<file path="config.mk">
export PLATFORM = sky130hd
export DESIGN_NAME = mem_bus_arbiter_flat
export DESIGN_NICKNAME = d
export VERILOG_FILES = /design/src/rtl/mem_bus_arbiter_if.sv /design/src/rtl/mem_bus_arbiter.sv /design/src/flat_wrapper.sv
export SDC_FILE = /design/constraint.sdc
export NUM_CORES = 1
export LEC_CHECK = 0
export ABC_AREA = 1
export BUFFER_PORTS_ARGS = -buffer_cell sky130_fd_sc_hd__clkbuf_2
export CAP_MARGIN = 20
export CORE_ASPECT_RATIO = 1.4
export CORE_MARGIN = 2
export CORE_UTILIZATION = 48
export CTS_CLUSTER_SIZE = 30
export DETAILED_ROUTE_END_ITERATION = 10
export GPL_ROUTABILITY_DRIVEN = 1
export PLACE_DENSITY = 0.71
export SLEW_MARGIN = 20
export SYNTH_ARGS = -nofsm -noshare
export SYNTH_HDL_FRONTEND = slang
export SYNTH_SLANG_ARGS = --single-unit
</file>
<file path="constraint.sdc">
create_clock -name clk -period 1.3 [get_ports clk]
set_input_delay 0.26 -clock clk [delete_from_list [all_inputs] [get_ports clk]]
set_output_delay 0.26 -clock clk [all_outputs]
set_load 0.05 [all_outputs]
</file>
<file path="src/rtl/mem_bus_arbiter_if.sv">
// mem_bus_arbiter_if: core request/strobe and MEM handshake signals of the shared memory bus
interface mem_bus_arbiter_if;
    logic req0, req1;
    logic cs0, cs1;
    logic rd0, rd1;
    logic wr0, wr1;
    logic mem_ready;
    logic gnt0, gnt1;
    logic mem_cs, mem_rd, mem_wr;
    logic done0, done1;
    logic timeout_err;
    modport slave (
        input  req0, req1, cs0, cs1, rd0, rd1, wr0, wr1, mem_ready,
        output gnt0, gnt1, mem_cs, mem_rd, mem_wr, done0, done1, timeout_err
    );
    modport master (
        output req0, req1, cs0, cs1, rd0, rd1, wr0, wr1, mem_ready,
        input  gnt0, gnt1, mem_cs, mem_rd, mem_wr, done0, done1, timeout_err
    );
endinterface

</file>
<file path="src/rtl/mem_bus_arbiter.sv">
// mem_bus_arbiter: round-robin exclusive grant of the shared memory bus between two cache cores
module mem_bus_arbiter #(
    parameter int TIMEOUT_CYCLES = 255,
    parameter int CNT_W = 8
) (
    input logic clk,
    input logic reset,
    mem_bus_arbiter_if.slave bus
);
    typedef enum logic [1:0] {IDLE, OWN, TURN} state_t;
    localparam logic [CNT_W-1:0] LIM = CNT_W'(TIMEOUT_CYCLES - 1);
    state_t r_state;
    logic r_gnt0, r_gnt1, r_last, r_timeout_err;
    logic [CNT_W-1:0] r_cnt;
    logic w_own_cs, w_own_rd, w_own_wr, w_own_req, w_xfer_done, w_winner, w_any_req;
    // Owner mux and next-owner choice; IDLE and TURN share the same pick (prefer ~last, else whoever asks)
    always_comb begin
        w_own_cs = r_gnt0 ? bus.cs0 : r_gnt1 ? bus.cs1 : 1'b0;
        w_own_rd = r_gnt0 ? bus.rd0 : r_gnt1 ? bus.rd1 : 1'b0;
        w_own_wr = r_gnt0 ? bus.wr0 : r_gnt1 ? bus.wr1 : 1'b0;
        w_own_req = r_gnt1 ? bus.req1 : bus.req0;
        w_xfer_done = bus.mem_ready & w_own_cs & ~reset;
        w_winner = (bus.req0 & bus.req1) ? ~r_last : bus.req1;
        w_any_req = bus.req0 | bus.req1;
    end
    assign bus.gnt0 = r_gnt0;
    assign bus.gnt1 = r_gnt1;
    assign bus.mem_cs = w_own_cs & ~reset;
    assign bus.mem_wr = w_own_wr & ~reset;
    assign bus.mem_rd = w_own_rd & ~w_own_wr & ~reset;
    assign bus.done0 = w_xfer_done & r_gnt0;
    assign bus.done1 = w_xfer_done & r_gnt1;
    assign bus.timeout_err = r_timeout_err;
    // Grant FSM: registered one-hot grant, round-robin pointer, cs watchdog with one dead TURN cycle on release
    always_ff @(posedge clk) begin
        if (reset) begin
            r_state <= IDLE;
            r_gnt0 <= 1'b0;
            r_gnt1 <= 1'b0;
            r_last <= 1'b1;
            r_cnt <= '0;
            r_timeout_err <= 1'b0;
        end else begin
            case (r_state)
                IDLE, TURN: begin
                    if (w_any_req) begin
                        r_state <= OWN;
                        r_gnt0 <= ~w_winner;
                        r_gnt1 <= w_winner;
                        r_last <= w_winner;
                        r_cnt <= '0;
                    end else begin
                        r_state <= IDLE;
                    end
                end
                OWN: begin
                    if (w_xfer_done || !w_own_req) begin
                        r_state <= TURN;
                        r_gnt0 <= 1'b0;
                        r_gnt1 <= 1'b0;
                    end else if (w_own_cs) begin
                        if (r_cnt == LIM) begin
                            r_timeout_err <= 1'b1;
                            r_state <= TURN;
                            r_gnt0 <= 1'b0;
                            r_gnt1 <= 1'b0;
                        end else begin
                            r_cnt <= r_cnt + CNT_W'(1);
                        end
                    end
                end
                default: begin
                    r_state <= IDLE;
                    r_gnt0 <= 1'b0;
                    r_gnt1 <= 1'b0;
                end
            endcase
        end
    end
endmodule

</file>
<file path="src/flat_wrapper.sv">
// flat-port wrapper written by rule: the top's interface ports become plain ports
module mem_bus_arbiter_flat 
#(
    parameter int TIMEOUT_CYCLES = 255,
    parameter int CNT_W = 8
)
  (clk, reset, bus_req0, bus_req1, bus_cs0, bus_cs1, bus_rd0, bus_rd1, bus_wr0, bus_wr1, bus_mem_ready, bus_gnt0, bus_gnt1, bus_mem_cs, bus_mem_rd, bus_mem_wr, bus_done0, bus_done1, bus_timeout_err);
  mem_bus_arbiter_if bus_i ();
  input logic clk;
  input logic reset;
  input wire logic [$bits(bus_i.req0)-1:0] bus_req0;
  input wire logic [$bits(bus_i.req1)-1:0] bus_req1;
  input wire logic [$bits(bus_i.cs0)-1:0] bus_cs0;
  input wire logic [$bits(bus_i.cs1)-1:0] bus_cs1;
  input wire logic [$bits(bus_i.rd0)-1:0] bus_rd0;
  input wire logic [$bits(bus_i.rd1)-1:0] bus_rd1;
  input wire logic [$bits(bus_i.wr0)-1:0] bus_wr0;
  input wire logic [$bits(bus_i.wr1)-1:0] bus_wr1;
  input wire logic [$bits(bus_i.mem_ready)-1:0] bus_mem_ready;
  output wire logic [$bits(bus_i.gnt0)-1:0] bus_gnt0;
  output wire logic [$bits(bus_i.gnt1)-1:0] bus_gnt1;
  output wire logic [$bits(bus_i.mem_cs)-1:0] bus_mem_cs;
  output wire logic [$bits(bus_i.mem_rd)-1:0] bus_mem_rd;
  output wire logic [$bits(bus_i.mem_wr)-1:0] bus_mem_wr;
  output wire logic [$bits(bus_i.done0)-1:0] bus_done0;
  output wire logic [$bits(bus_i.done1)-1:0] bus_done1;
  output wire logic [$bits(bus_i.timeout_err)-1:0] bus_timeout_err;
  assign bus_i.req0 = bus_req0;
  assign bus_i.req1 = bus_req1;
  assign bus_i.cs0 = bus_cs0;
  assign bus_i.cs1 = bus_cs1;
  assign bus_i.rd0 = bus_rd0;
  assign bus_i.rd1 = bus_rd1;
  assign bus_i.wr0 = bus_wr0;
  assign bus_i.wr1 = bus_wr1;
  assign bus_i.mem_ready = bus_mem_ready;
  assign bus_gnt0 = bus_i.gnt0;
  assign bus_gnt1 = bus_i.gnt1;
  assign bus_mem_cs = bus_i.mem_cs;
  assign bus_mem_rd = bus_i.mem_rd;
  assign bus_mem_wr = bus_i.mem_wr;
  assign bus_done0 = bus_i.done0;
  assign bus_done1 = bus_i.done1;
  assign bus_timeout_err = bus_i.timeout_err;
  mem_bus_arbiter #(.TIMEOUT_CYCLES(TIMEOUT_CYCLES), .CNT_W(CNT_W)) u_core (.clk(clk), .reset(reset), .bus(bus_i));
endmodule
</file>
==> flow_summary.ini, run 1 <==
[run_status]
status = finished, violations left
violations = negative setup slack

[timing]
rsz0062_at_grt = true
tns_ns = -1.87
setup_violations = 15
finalCritPeriodShare_pct = 127
layout_min_cycle_time_ns = 1.65
final.setup.worst_slack_ns = -0.354
tightest_slew_ns = 0.289
hold_slack_ns = 0.351
relSlewSlack_pct = 80.7
hold_violations = 0
finalMaxSlewViolations = 0
fin_skew_ns = 0.00442
max_freq_mhz = 605

[synth]
synth_top_family_by_area = simple AND/OR/NAND/NOR gates
yosysWarningCount = 0
yosysSeqAreaShare_pct = 29.8
synth.ff_latch_count = 14
synthesis.instances = 133
synth_area_um2 = 940
synthAdderAreaFrac_pct = 2.66
synth_compound_area_share_pct = 12.6
synth_xor_area_share_pct = 0.932
syn-num-nets = 146
syn_area_per_cell_um2 = 7.07
synth_mux_area_share_pct = 0
synth_cell_types = 27
synth-simple-area-share_pct = 45.4

[cells_and_area]
stdcell_count = 196
drive_gt1_share_pct = 56.3
syn2layout_area_growth_pct = 56.3
diodes = 0
fin_nets = 190

[power]
p_switching_mw = 0.397
p_per_area_nw_per_um2 = 783
pwr-share-comb_pct = 30.4
switching_share_pct = 34.6
peakVddDrop_mv = 0.734
p_leak_nw = 0.620
power_frac_seq_pct = 40.5
internal_power_mw = 0.752
clock_power_share_pct = 29.0

[clock_network]
cts_tree = built
clock_path_buffers = 2
cts_sinks = 14
cts_hold_buf = 0
clk_pin_slew_ns = 0.09
cts_buffers = 3
cts_root_buf = clkbuf_4
insertion_delay_ns = 0.30
h-tree-depth = 1

[grt]
grt_start_max_net_pins = 10
track_usage_pct = 24.8
grt_remaining_overflow = 0
grt_pass1_vias = 1013
grt_pass1_wl_mm = 4.04
antenna_found_initial = 0

[route]
wl_per_cell_um = 14.8
drtIter0Drc = 31
detail-route-antenna-nets = 0
dr.pass1.iters = 4
vias_per_cell = 5.37
dr_total_vias = 1053
remaining_drc_errors = 0
routed_wirelength_mm = 2.90

[worst_setup_path]
crit_arrival_ns = 1.39
path_max_fanout = 7
r2r_cells = 9
crit_path_end_kind = output port
required_ns = 1.04
setup.worst_path.start_class = register
criticalPathCategory = reg -> out

[floorplanning]
die_w_um = 41.4
die_area_um2 = 2330
ios = 19
fp.dieH_um = 56.4
row_count = 18
core-area_um2 = 1800
initial_core_util_pct = 52.2

[place]
dpl.cell_count = 188
port_buffers = 18
gp_congestion = 0.782
hpwl_mm = 1.83

[hold_path]
hold_path.class = in -> reg
hold_depth = 4

[run]
max_cap_viol_count = 0
through the flow:
stage | total power, mW | worst slack (ns) | util (%) | area (µm²)
finish | 1.15 | -0.354 | 81.5 | 1470
global route | 1.19 | -0.383 | 81.5 | 1470
CTS | 1.11 | -0.274 | 77.4 | 1390
detailed placement | 0.750 | -0.0727 | 68.8 | 1240
global placement | 0.744 | -0.0400 | 68.8 | 1240
floorplan | 0.654 | -0.264 | - | 993
cell usage after synthesis:
library cell   n  area [µm²]
a21oi_2        4        35.0
nand2_1       27         101
nand2_8        1        20.0
ha_1           2        25.0
or2_2          1        6.26
o21ai_1        1        5.00
nor3_1         1        5.00
nand2_4        1        11.3
nor2_1        14        52.6
nand3_4        2        35.0
nand2_2        6        37.5
o21ai_0        2        10.0
nand4_1        2        12.5
nand3_2        1        10.0
nor2_8         1        20.0
a21oi_1        8        40.0
nor2_2         1        6.26
inv_2          3        11.3
xnor2_1        1        8.76
nor2_4         3        33.8
dfxtp_1       14         280
a31oi_1        1        6.26
inv_1         17        63.8
buf_2          1        5.00
nand3_1       15        75.1
o21a_1         1        7.51
a22oi_1        2        15.0
power groups by stage:
stage	Sequential [mW]	Combinational (mW)	Clock (mW)
global route	0.468	0.374	0.347
detailed placement	0.470	0.280	0
finish	0.466	0.350	0.334
floorplan	0.489	0.165	0
CTS	0.461	0.316	0.329
global placement	0.469	0.275	0
final cells by class:
cell class,instances,area [µm²]
Sequential cell,14,293
Fill cell,108,333
Multi-Input combinational cell,99,707
Inverter,20,83.8
Timing Repair Buffer,39,324
Clock buffer,4,36.3
Tap cell,20,25.0
registers in the layout, summed over array words and instances, names as in the netlist:
| name | count |
|---|---|
| u_core.r_cnt | 8 |
| u_core.r_state | 2 |
| u_core.bus.gnt0 | 1 |
| u_core.bus.gnt1 | 1 |
| u_core.bus.timeout_err | 1 |
| u_core.r_last | 1 |
cell usage in the layout, fill, tap and decap left out, types with 5 or more instances in the layout:
cell,synthesis,routed
nor2_1,14,9
nand3_1,15,13
dfxtp_1,14,8
nor2_4,3,7
nand2_2,6,15
buf_4,0,18
a21oi_2,4,5
nand2_1,27,18
inv_1,17,13
a21oi_1,8,6
clkbuf_2,0,11
buf_6,0,5
cells by family (layout without fill, tap and decap cells):
kind of cell,count (synthesis),in the layout
AOI/OAI and AO/OA,19,19
xor gates and xnor gates,1,1
adders and majority gates,2,2
buffers and inverters,21,63
DFF,14,14
and+or+nand+nor,76,77
layer usage:
metal,GRT usage [%],up-vias,routed length (µm),share of wire [%]
met3,4.35,9,171,5.9
li1,-,517,-,-
met4,10.6,0,61,2.1
met5,0,-,0,0
met1,25.4,484,1120,39
met2,44.4,43,1550,53
critical path, cell delays in order (launching register included):
cell and delay, ns:
dfxtp_4 0.42, nand2_2 0.11, a21oi_4 0.18, nand3_2 0.12, clkinvlp_4 0.11, clkbuf_16 0.16
worst paths after layout:
| path | from | end | slack (ns) |
|---|---|---|---|
| worst max-delay path | u_core.bus.gnt0 | bus_done0 | -0.35 |
| worst min register to register | u_core.r_cnt[4] | u_core.r_cnt[4] | 0.47 |
| worst min-delay path | bus_req0 | u_core.bus.gnt1 | 0.35 |
| worst max register to register | u_core.bus.gnt0 | u_core.r_cnt[4] | -0.07 |
repair_timing:
| action | 4_1_cts | 5_1_grt |
|---|---|---|
| buffers inserted | 2 | 1 |
| gates cloned | 1 | 0 |
| hold endpoints to repair | 0 | 0 |
| pin swaps | 11 | 10 |
| gates resized for setup | 23 | 26 |
| endpoints found under the setup margin | 17 | 16 |
(Power assumes the default switching activity.)
==> run 2: changes to the inputs <==
==> constraint.sdc (replaced) <==
create_clock -name clk -period 1.4 [get_ports clk]
set_input_delay 0.28 -clock clk [delete_from_list [all_inputs] [get_ports clk]]
set_output_delay 0.28 -clock clk [all_outputs]
set_load 0.05 [all_outputs]
==> run 2 against run 1 <==
Against the previous run:
- via count shrank 1.5%
- the flow still finishes with violations (negative setup slack)
- die area did not move
- routed wire length shrank 9.7%
- critical path type unchanged
- global-route usage is 1.4 points lower
- critical endpoint unchanged
- sequential share of layout area grew 0.45 points
- largest power group unchanged
==> flow_summary.ini, run 2 (synthesis gave the netlist of run 1 again) <==
[route]
wl_met2_mm = 1.40
dr_total_vias = 1037
maxUsedRoutingLayer = met4
remaining_drc_errors = 0
wl_met3_um = 150
wl_met1_um = 974
drtIter0Drc = 23
wl_per_cell_um = 13.6
detail-route-antenna-nets = 0
routed_wirelength_mm = 2.62
vias_per_cell = 5.40
dr.pass1.iters = 4

[grt]
antenna_found_initial = 0
grt_start_max_net_pins = 10
grt_remaining_overflow = 0
track_usage_pct = 23.4
grt_pass1_vias = 964
grt_pass1_wl_mm = 3.76

[clock_network]
cts_hold_buf = 0
clock_path_buffers = 2
clk_pin_slew_ns = 0.08
insertion_delay_ns = 0.29
h-tree-depth = 1
cts_sinks = 14
cts_buffers = 3
cts_tree = built
cts_root_buf = clkbuf_4

[worst_setup_path]
required_ns = 1.12
setup.worst_path.start_class = register
crit_path_end_kind = output port
crit_arrival_ns = 1.34
path_max_fanout = 7
criticalPathCategory = reg -> out
r2r_cells = 10

[cells_and_area]
diodes = 0
fin_nets = 186
final_common_cell = nand2_1
layout_common_cells = nand2_1 (22), buf_4 (14), inv_1 (13), nand3_1 (13), clkbuf_2 (13)
largest_reg_flops = 8
multi_input_area_um2 = 713
design_area_um2 = 1420
syn2layout_area_growth_pct = 51.5
largest-register = u_core.r_cnt
seqCellArea_um2 = 290
fillers = 128
reg_top3 = u_core.r_cnt x8, u_core.r_state x2
drive_gt1_share_pct = 51.2
post-route-util_pct = 79.0

[floorplanning]
row_count = 18
die_area_um2 = 2330
core-area_um2 = 1800
initial_core_util_pct = 52.2
ios = 19
fp.dieH_um = 56.4
die_w_um = 41.4

[timing]
hold_violations = 0
fin_skew_ns = 0.00323
relSlewSlack_pct = 81.1
setup_violations = 9
finalCritPeriodShare_pct = 116
tns_ns = -0.912
layout_min_cycle_time_ns = 1.62
hold_slack_ns = 0.326
finalMaxSlewViolations = 0
rsz0062_at_grt = true
final.setup.worst_slack_ns = -0.222
max_freq_mhz = 616
tightest_slew_ns = 0.280

[hold_path]
hold_path.class = in -> reg
hold_depth = 3

[power]
p_per_area_nw_per_um2 = 707
p_total_mw = 1.01
peakVddDrop_mv = 0.577
p_leak_nw = 0.596

[place]
hpwl_mm = 1.75
gp_congestion = 0.790
placed_area_um2 = 1180
port_buffers = 18

[run]
max_cap_viol_count = 0

[run_status]
violations = negative setup slack
status = finished, violations left
-- run 2: layout make-up --
class	instances	share of cell area, %
inverters	20	5.71
clock buffers	4	1.85
multi-input cells	99	50.1
well taps	20	1.76
repair buffers	35	20.2
flip-flops and latches	14	20.4
-- run 2: per-layer routing --
metal,vias to the layer above,GRT usage (%)
met5,-,0
li1,508,-
met4,0,12.0
met1,482,23.9
met3,9,3.56
met2,38,41.3
-- run 2: power breakdown --
| group | internal [mW] | total, mW | switching, mW |
|---|---|---|---|
| Clock | 0.111 | 0.247 | 0.136 |
| Sequential | 0.413 | 0.432 | 0.0188 |
| Combinational | 0.129 | 0.327 | 0.198 |
| Total | 0.654 | 1.01 | 0.353 |
-- run 2: worst paths after layout --
path                                 startpoint               to  slack, ns
worst max-delay path            u_core.bus.gnt0        bus_done0      -0.22
worst min-delay path                      reset  u_core.bus.gnt1       0.33
worst max register to register  u_core.bus.gnt1  u_core.r_cnt[3]      -0.02
worst min register to register  u_core.r_cnt[4]  u_core.r_cnt[4]       0.47
-- run 2: metrics by stage --
stage	setup slack, ns	cells
floorplan	-0.184	133
global route	-0.284	192
global placement	0.0320	181
detailed placement	-0.00959	181
finish	-0.222	192
CTS	-0.213	190
-- run 2: critical path, stage by stage (launching register included) --
cell	delay, ns
dfxtp_4	0.40
inv_4	0.07
nand3_4	0.09
a21oi_4	0.15
nand3_2	0.11
clkinvlp_4	0.09
clkbuf_16	0.15
-- run 2: repair_timing --
action                                  in CTS  in global routing
cloned                                       0                  1
setup buffers                                5                  1
pin swaps                                    7                 10
resized for setup                           16                 25
endpoints found under the setup margin       5                 15
==> run 3: changes to the inputs <==
--- a/config.mk
+++ b/config.mk
@@ -15,6 +15,7 @@
 export DETAILED_ROUTE_END_ITERATION = 10
 export GPL_ROUTABILITY_DRIVEN = 1
 export PLACE_DENSITY = 0.71
+export SKIP_CTS_REPAIR_TIMING = 1
 export SLEW_MARGIN = 20
 export SYNTH_ARGS = -nofsm -noshare
 export SYNTH_HDL_FRONTEND = slang
==> run 3 against run 2 <==
Against the previous run:
- count of clock-buffer cells in the layout is the same
- largest power group unchanged
- global-route usage shrank 1.9 points
- die area is the same
- register-to-register slack lost 0.08 ns
- flip-flop and latch count is the same
- via count grew 1.6%
- the flow still finishes with violations (negative setup slack)
- critical path depth is the same
- utilization shrank 1.1 points
- sequential share of layout area grew 0.38 points
- largest cell class unchanged
==> flow_summary.ini, run 3 (synthesis gave the netlist of run 1 again) <==
[run_status]
status = finished, violations left
violations = negative setup slack

[timing]
max_freq_mhz = 615
hold_violations = 0
fin_skew_ns = 0.00434
tightest_slew_ns = 0.313
finalCritPeriodShare_pct = 116
layout_min_cycle_time_ns = 1.63
final.setup.worst_slack_ns = -0.226
relSlewSlack_pct = 79.1
setup_violations = 13
finalMaxSlewViolations = 0
tns_ns = -1.52
rsz0062_at_grt = true

[clock_network]
clock_path_buffers = 2
clk_pin_slew_ns = 0.08
cts_tree = built
cts_sinks = 14
cts_buffers = 3
h-tree-depth = 1
cts_root_buf = clkbuf_4
insertion_delay_ns = 0.29

[place]
hpwl_mm = 1.75
post-place-ws_ns = -0.00959
gp_congestion = 0.790
dpl.cell_count = 181
port_buffers = 18

[floorplanning]
die_w_um = 41.4
row_count = 18
ios = 19
initial_core_util_pct = 52.2
die_area_um2 = 2330
fp.dieH_um = 56.4
core-area_um2 = 1800

[power]
p_per_area_nw_per_um2 = 701
peakVddDrop_mv = 0.572
p_total_mw = 0.984
pwr-share-comb_pct = 31.2
p_switching_mw = 0.340
internal_power_mw = 0.645
clock_power_share_pct = 25.0
power_frac_seq_pct = 43.8
p_leak_nw = 0.583
switching_share_pct = 34.5

[route]
dr_total_vias = 1054
routed_wirelength_mm = 2.58
detail-route-antenna-nets = 0
vias_per_cell = 5.46
remaining_drc_errors = 0
dr.pass1.iters = 5
drtIter0Drc = 36
wl_per_cell_um = 13.3

[worst_setup_path]
criticalPathCategory = reg -> out
required_ns = 1.12
path_max_fanout = 3
crit_arrival_ns = 1.35
setup.worst_path.start_class = register
crit_path_end_kind = output port

[grt]
grt_pass1_vias = 904
antenna_found_initial = 0
grt_pass1_wl_mm = 3.48
grt_remaining_overflow = 0
grt_start_max_net_pins = 10
track_usage_pct = 21.5

[cells_and_area]
syn2layout_area_growth_pct = 49.4
largest_reg_flops = 8
layout_common_cells = nand2_1 (22), inv_1 (14), clkbuf_2 (13), buf_4 (13), nand3_1 (12)
post-route-util_pct = 77.9
fin_nets = 187
stdcell_count = 193
reg_top3 = u_core.r_cnt x8, u_core.r_state x2
largest-register = u_core.r_cnt
final_common_cell = nand2_1
drive_gt1_share_pct = 50.9
fillers = 137
diodes = 0

[hold_path]
hold_path.class = in -> reg

[run]
max_cap_viol_count = 0
[run 3: per-layer routing]
| layer | global-route usage [%] | vias up | share of wire [%] | wire length [µm] |
|---|---|---|---|---|
| li1 | - | 511 | - | - |
| met1 | 21.9 | 489 | 37 | 953 |
| met2 | 37.3 | 43 | 55 | 1410 |
| met3 | 3.56 | 11 | 5.0 | 130 |
| met4 | 12.0 | 0 | 3.3 | 86 |
| met5 | 0 | - | 0 | 0 |
[run 3: area by class of cell]
type	count	area (µm²)	share of cell area [%]
tap	20	25.0	1.78
multi-input combinational	99	698	49.7
sequential	14	292	20.8
clock buffer	4	26.3	1.87
inverter	20	78.8	5.61
timing repair buffer	36	284	20.2
[run 3: path summary, 6_finish.rpt]
| path | from | to | slack, ns | depth (start not counted) |
|---|---|---|---|---|
| worst max-delay path | u_core.bus.gnt1 | bus_mem_wr | -0.23 | 6 |
| worst min register to register | u_core.r_cnt[4] | u_core.r_cnt[4] | 0.47 | 2 |
| worst min-delay path | reset | u_core.bus.gnt1 | 0.32 | 3 |
| worst max register to register | u_core.bus.gnt0 | u_core.r_cnt[3] | -0.10 | 11 |
[run 3: power by group through the flow]
| stage | combinational (mW) | sequential, mW | clock, mW |
|---|---|---|---|
| floorplan | 0.155 | 0.454 | 0 |
| CTS | 0.252 | 0.428 | 0.257 |
| detailed placement | 0.251 | 0.438 | 0 |
| global route | 0.331 | 0.433 | 0.268 |
| finish | 0.307 | 0.431 | 0.246 |
| global placement | 0.249 | 0.436 | 0 |
[run 3: worst max-delay path, cell delays in order, from the launching register on]
cell and delay, ns:
dfxtp_4 0.38, inv_1 0.07, nor2_2 0.15, a22oi_2 0.07
buf_4 0.15, nor2_4 0.09, buf_8 0.15
[run 3: through the flow]
stage,hold WS [ns],area [µm²]
final,0.320,1400
after global routing,0.327,1400
after CTS,0.291,1210
after floorplan,0.429,992
after global placement,0.447,1180
after detailed placement,0.459,1180
